### src/rtl/nr4sd_pp_accumulator.sv
// Sequential NR4SD radix-4 partial-product generator/accumulator, one digit per handshake, LSD first.
// Optional NR4SD_DIGIT_CHECK_EN: multi-hot digits count as zero and raise a sticky err flag.
module nr4sd_pp_accumulator #(
  parameter int unsigned W    = 8,
  parameter int unsigned NDIG = W / 2
) (
  input  logic             clk,
  input  logic             rst,
  input  logic             start,
  input  logic [W-1:0]     multiplicand,
  input  logic             dig_valid,
  output logic             dig_ready,
  input  logic             one_p,
  input  logic             one_m,
  input  logic             two_p,
  input  logic             two_m,
  output logic [2*W-1:0]   product,
  output logic             busy,
  output logic             done,
  output logic             err
);

  localparam int unsigned PW = 2 * W;
  localparam int unsigned XW = W + 2;
  localparam int unsigned CW = (NDIG > 1) ? $clog2(NDIG) : 1;

  localparam logic [1:0] S_IDLE = 2'd0;
  localparam logic [1:0] S_ACC  = 2'd1;
  localparam logic [1:0] S_DONE = 2'd2;

  logic [1:0]    state, state_nxt;
  logic [W-1:0]  a_q, a_nxt;
  logic [CW-1:0] cnt, cnt_nxt;
  logic [PW-1:0] product_nxt;
  logic          rdy_nxt, busy_nxt, done_nxt;

  logic          d_zero, d_two, d_neg;
  logic [XW-1:0] a_x, mag, pp;
  logic [PW-1:0] pp_ext, pp_sh;

`ifdef NR4SD_DIGIT_CHECK_EN
  logic d_bad;
  logic err_q, err_nxt;
  assign err = err_q;
`else
  assign err = 1'b0;
`endif

  // Digit decode into zero / magnitude-two / negate controls
  always_comb begin
    d_zero = 1'b1;
    d_two  = 1'b0;
    d_neg  = 1'b0;
`ifdef NR4SD_DIGIT_CHECK_EN
    d_bad  = 1'b0;
    case ({two_m, two_p, one_m, one_p})
      4'b0000: d_zero = 1'b1;
      4'b0001: d_zero = 1'b0;
      4'b0010: begin d_zero = 1'b0; d_neg = 1'b1; end
      4'b0100: begin d_zero = 1'b0; d_two = 1'b1; end
      4'b1000: begin d_zero = 1'b0; d_two = 1'b1; d_neg = 1'b1; end
      default: d_bad = 1'b1;
    endcase
`else
    if (two_m) begin
      d_zero = 1'b0; d_two = 1'b1; d_neg = 1'b1;
    end else if (two_p) begin
      d_zero = 1'b0; d_two = 1'b1;
    end else if (one_m) begin
      d_zero = 1'b0; d_neg = 1'b1;
    end else if (one_p) begin
      d_zero = 1'b0;
    end
`endif
  end

  // d*A at W+2 bits, sign-extended to 2W and aligned to the digit weight
  assign a_x    = {{2{a_q[W-1]}}, a_q};
  assign mag    = d_two ? (a_x << 1) : a_x;
  assign pp     = d_zero ? '0 : (d_neg ? (~mag + XW'(1)) : mag);
  assign pp_ext = {{(PW-XW){pp[XW-1]}}, pp};
  assign pp_sh  = pp_ext << {cnt, 1'b0};

  always_comb begin
    state_nxt   = state;
    a_nxt       = a_q;
    cnt_nxt     = cnt;
    product_nxt = product;
    rdy_nxt     = 1'b0;
    busy_nxt    = 1'b0;
    done_nxt    = 1'b0;
`ifdef NR4SD_DIGIT_CHECK_EN
    err_nxt     = err_q;
`endif
    case (state)
      S_IDLE: begin
        if (start) begin
          a_nxt       = multiplicand;
          product_nxt = '0;
          cnt_nxt     = '0;
`ifdef NR4SD_DIGIT_CHECK_EN
          err_nxt     = 1'b0;
`endif
          state_nxt   = S_ACC;
          rdy_nxt     = 1'b1;
          busy_nxt    = 1'b1;
        end
      end
      S_ACC: begin
        rdy_nxt  = 1'b1;
        busy_nxt = 1'b1;
        if (dig_valid && dig_ready) begin
          product_nxt = product + pp_sh;
          cnt_nxt     = cnt + CW'(1);
`ifdef NR4SD_DIGIT_CHECK_EN
          if (d_bad) err_nxt = 1'b1;
`endif
          if (cnt == CW'(NDIG - 1)) begin
            state_nxt = S_DONE;
            rdy_nxt   = 1'b0;
            done_nxt  = 1'b1;
          end
        end
      end
      S_DONE: state_nxt = S_IDLE;
      default: state_nxt = S_IDLE;
    endcase
  end

  always_ff @(posedge clk or posedge rst) begin
    if (rst) begin
      state     <= S_IDLE;
      a_q       <= '0;
      cnt       <= '0;
      product   <= '0;
      dig_ready <= 1'b0;
      busy      <= 1'b0;
      done      <= 1'b0;
`ifdef NR4SD_DIGIT_CHECK_EN
      err_q     <= 1'b0;
`endif
    end else begin
      state     <= state_nxt;
      a_q       <= a_nxt;
      cnt       <= cnt_nxt;
      product   <= product_nxt;
      dig_ready <= rdy_nxt;
      busy      <= busy_nxt;
      done      <= done_nxt;
`ifdef NR4SD_DIGIT_CHECK_EN
      err_q     <= err_nxt;
`endif
    end
  end

endmodule

### config.mk
export PLATFORM = sky130hd
export DESIGN_NAME = nr4sd_pp_accumulator
export DESIGN_NICKNAME = d
export VERILOG_FILES = /design/src/rtl/nr4sd_pp_accumulator.sv
export SDC_FILE = /design/constraint.sdc
export NUM_CORES = 1
export LEC_CHECK = 0
export CORE_MARGIN = 3
export CORE_UTILIZATION = 43
export CTS_CLUSTER_SIZE = 8
export DETAILED_ROUTE_END_ITERATION = 10
export GPL_ROUTABILITY_DRIVEN = 0
export GPL_TIMING_DRIVEN = 0
export PLACE_DENSITY = 0.67
export SETUP_SLACK_MARGIN = 0.1
export SLEW_MARGIN = 20
export SYNTH_ARGS = -nofsm -noshare
export SYNTH_HDL_FRONTEND = slang
export SYNTH_SLANG_ARGS = --single-unit
### constraint.sdc
create_clock -name clk -period 4.88 [get_ports clk]
set_input_delay 0.488 -clock clk [delete_from_list [all_inputs] [get_ports clk]]
set_output_delay 0.488 -clock clk [all_outputs]
set_load 0.01 [all_outputs]
==> reports/metrics.yaml <==
run_status:
  outcome: "complete, no violations"
placement:
  placement.io_buffers: 34
  detailedPlace.worstSlack_ps: -520
  dpl.hpwl_um: 4750
  dp.cells: 426
  dpl_cell_area_um2: 3100
worst_setup_path:
  cp-start-kind: "primary input"
  rr_startpoint: "a_q[1]"
  worst_setup_path_startpoint: "two_p"
  reg2regPathDepth: 17
  critical_path_slowest_stage_cell: "or4b_4"
  worst-path-max-fanout: 10
  critical_path_cell_count: 19
  crit_buf_inv: 2
  data_arrival_time_of_the_critical_path_ps: 4750
  endpoint_kind: "flop"
  crit_type: "primary input to flop"
  crit-reg2reg-capture: "product[13]"
  critical-path-max-stage-delay_ps: 490
  reg2reg_slack_ps: 480
  crit_chain: "dlygate4sd2_1 -> nor2_4 -> buf_6 -> mux2i_2 -> ha_2 -> or4b_4 -> o22ai_1 -> xnor2_1 -> a21oi_1 -> o211a_1 -> mux2_2 -> ha_1 -> o21ai_0 -> o21bai_1 -> a41oi_2 -> or2_2 -> o21ai_0 -> xor2_1 -> a22o_1"
  timing.critical_path.mode_cell: "o21ai_0"
  data_required_time_of_the_critical_path_ps: 5050
  critical_path.top_delay_family: "compound AO/OA/AOI/OAI gates"
route:
  via_count: 2454
  first_pass_iters: 4
  drt_iter0_markers: 197
  finalWirelength_um: 6400
  route.detailed.wl_per_inst_um: 14.6
  avgViaCountPerCell: 5.62
  final_ant_viol_nets: 0
  post-route-drc-count: 0
timing:
  setup_repair_after_global_routing_missed_its_margin: "no"
  maxSlewHeadroom_pct: 45.1
  tightestPinTransition_ps: 817
  worst_clock_skew_ps: 16.9
  finalWorstPathRequiredPeriod_ps: 4580
  maxClockFrequency_mhz: 218
  report.final.hold_viol_count: 0
  fin_setup_tns_ps: 0
  finalCritPeriodShare_pct: 93.8
  timing.final.setup_violations: 0
  final.hold.worst_slack_ps: 490
  least_setup_slack_across_all_paths_after_layout_ps: 303
  slew_viol_final: 0
final_layout:
  fin_area_um2: 3270
  final.fill_count: 574
  final_layout_size_suffix_gt1_share_pct: 10.8
  areaGrowthSynthToFinish_pct: 22.4
  post-route-util_pct: 54.9
  number_of_antenna_diodes: 0
  finish.net_count: 397
  final-instance-count-excl-fill: 437
synthesis:
  synth_cell_types: 59
  yosysSeqAreaShare_pct: 29.1
  synth_top_flop_cell: "dfrtp_1"
  synth_top_cell_area_share_pct: 29.1
  syn-instance-count: 317
  post_synthesis_cell_area_um2: 2670
  synth_edf_count: 0
  synthesis.area_per_instance_um2: 8.42
  post-synth-top-area-cell: "dfrtp_1"
  synth_area_leaders: "dfrtp_1, ha_1, nand2_1, a21oi_1, o21ai_0"
  yosys_warnings: 0
  postSynth.asyncResetShare_pct: 100
  ys_seq_elements: 31
  post_synthesis_net_count: 353
cts:
  clock_sinks: 31
  clockBufferDepth: 2
  cts-htree-levels: 2
  clk_latency_ps: 290
  clock_tree.root_cell: "clkbuf_8"
  cts.reportedPaths.clkPinSlew_ps: 70
  tritoncts.num_buffers: 5
  tritoncts: "yes"
global_route:
  pin_count_of_the_biggest_net_entering_global_routing: 32
  grt_pass1_wl_um: 11100
  track_usage_pct: 18.7
  overflow: 0
  grt_antenna_before_repair: 0
  first_global_vias: 2388
floorplanning:
  initial_utilization_pct: 44.8
  core.rowCount: 28
  io_pins: 36
  die_x_um: 84.8
  die-area_um2: 7190
  placeableCoreArea_um2: 5960
  die-height_um: 84.8
min_path:
  hold_path.class: "flop to flop"
  min_path_cells: 1
  endpoint_of_the_worst_hold_timing_path: "busy"
  min_from: "state[1]"
flow_run:
  max_cap_viol_count: 0
power_and_ir_drop:
  report.power.total_mw: 2.67
  peakVddDrop_uv: 450
  power_density_nw_per_um2: 817
  power.leakage_nw: 1.42
[sequential cells by signal, indices dropped and copies added (netlist names)]
| signal | count |
|---|---|
| state | 2 |
| cnt | 2 |
| a_q | 8 |
| product | 16 |
| busy | 1 |
| dig_ready | 1 |
| done | 1 |
[routing by layer]
| metal | up-vias | wire, um | part of all wire, % | GRT usage [%] |
|---|---|---|---|---|
| met5 | - | 0 | 0 | 0 |
| met3 | 6 | 267 | 4.2 | 3.24 |
| met4 | 0 | 57 | 0.89 | 4.32 |
| met2 | 61 | 2970 | 46 | 29.8 |
| li1 | 1241 | - | - | - |
| met1 | 1146 | 3110 | 49 | 26.4 |
[how the worst max path moves through the flow]
stage | slack [ps] | end
floorplan | 560 | product[13]
global placement | -480 | product[13]
detailed placement | -520 | product[13]
CTS | 260 | product[13]
global route | 120 | product[13]
finish | 300 | product[13]
[power breakdown]
part,internal [mW],total (mW),switching (mW)
Clock,0.165,0.272,0.107
Combinational,0.888,1.91,1.02
Sequential,0.377,0.489,0.112
Total,1.43,2.67,1.24
[kinds of logic after synthesis]
group,after synthesis,synth area share (%)
adders and majority gates,20,9.65
and+or+nand+nor,106,19.6
other,1,0.140
xor gates and xnor gates,19,6.23
AOI/OAI and AO/OA,100,25.2
DFF,31,29.1
buffers and inverters,25,4.03
muxes,15,6.09
[cell type report]
class | instances | area [um2] | share of cell area, %
plain buffers | 16 | 80.1 | 2.45
well taps | 75 | 93.8 | 2.87
clock inverters | 2 | 35.0 | 1.07
inverters | 9 | 33.8 | 1.03
flip-flops and latches | 31 | 776 | 23.7
repair buffers | 37 | 360 | 11.0
multi-input cells | 261 | 1810 | 55.3
clock buffers | 6 | 82.6 | 2.53
[repair_timing]
action | in CTS | in global routing
hold buffers | 0 | 0
gates resized for setup | 6 | 3
endpoints found under the setup margin | 4 | 1
pin swaps | 1 | 2
buffers inserted | 1 | 2
[cells in the final DEF, fill, tap and decap left out, types with 3 or more instances in the layout]
master	netlist	final
nor2_1	33	32
nand4_1	3	3
nor3_1	5	5
o22ai_1	3	3
xor2_1	7	7
inv_1	9	8
dfrtp_1	31	31
a22o_1	13	13
nand3_1	4	4
clkbuf_8	0	6
o21ai_0	26	26
a211oi_1	3	3
a21o_1	5	5
clkdlybuf4s50_1	0	32
o211ai_1	3	3
mux2_2	10	10
mux2i_1	5	4
nand2_1	36	36
clkbuf_1	12	12
and2_1	3	3
buf_4	1	4
nor2b_1	5	5
a21oi_1	26	26
xnor2_1	12	12
ha_1	19	18
[synth_stat cells (2+ instances only)]
| cell | number |
|---|---|
| a211oi_1 | 3 |
| a21o_1 | 5 |
| a21oi_1 | 26 |
| a22o_1 | 13 |
| and2_1 | 3 |
| and4_1 | 2 |
| clkbuf_1 | 12 |
| dfrtp_1 | 31 |
| ha_1 | 19 |
| inv_1 | 9 |
| mux2_2 | 10 |
| mux2i_1 | 5 |
| nand2_1 | 36 |
| nand3_1 | 4 |
| nand4_1 | 3 |
| nor2_1 | 33 |
| nor2b_1 | 5 |
| nor3_1 | 5 |
| nor3b_1 | 2 |
| nor4_1 | 2 |
| o211a_1 | 2 |
| o211ai_1 | 3 |
| o21ai_0 | 26 |
| o21bai_1 | 2 |
| o22ai_1 | 3 |
| o2bb2ai_1 | 2 |
| or2_2 | 2 |
| xnor2_1 | 12 |
| xor2_1 | 7 |
[worst register-to-register path: stages (launching register included)]
cell	delay, ps
dfrtp_1	410
clkbuf_1	240
mux2i_2	250
ha_2	260
or4b_4	490
o22ai_1	170
xnor2_1	140
a21oi_1	120
o211a_1	220
mux2_2	270
ha_1	350
o21ai_0	100
o21bai_1	250
a41oi_2	180
or2_2	330
o21ai_0	220
xor2_1	100
a22o_1	180
No activity file was read; power rests on OpenSTA's default activity.
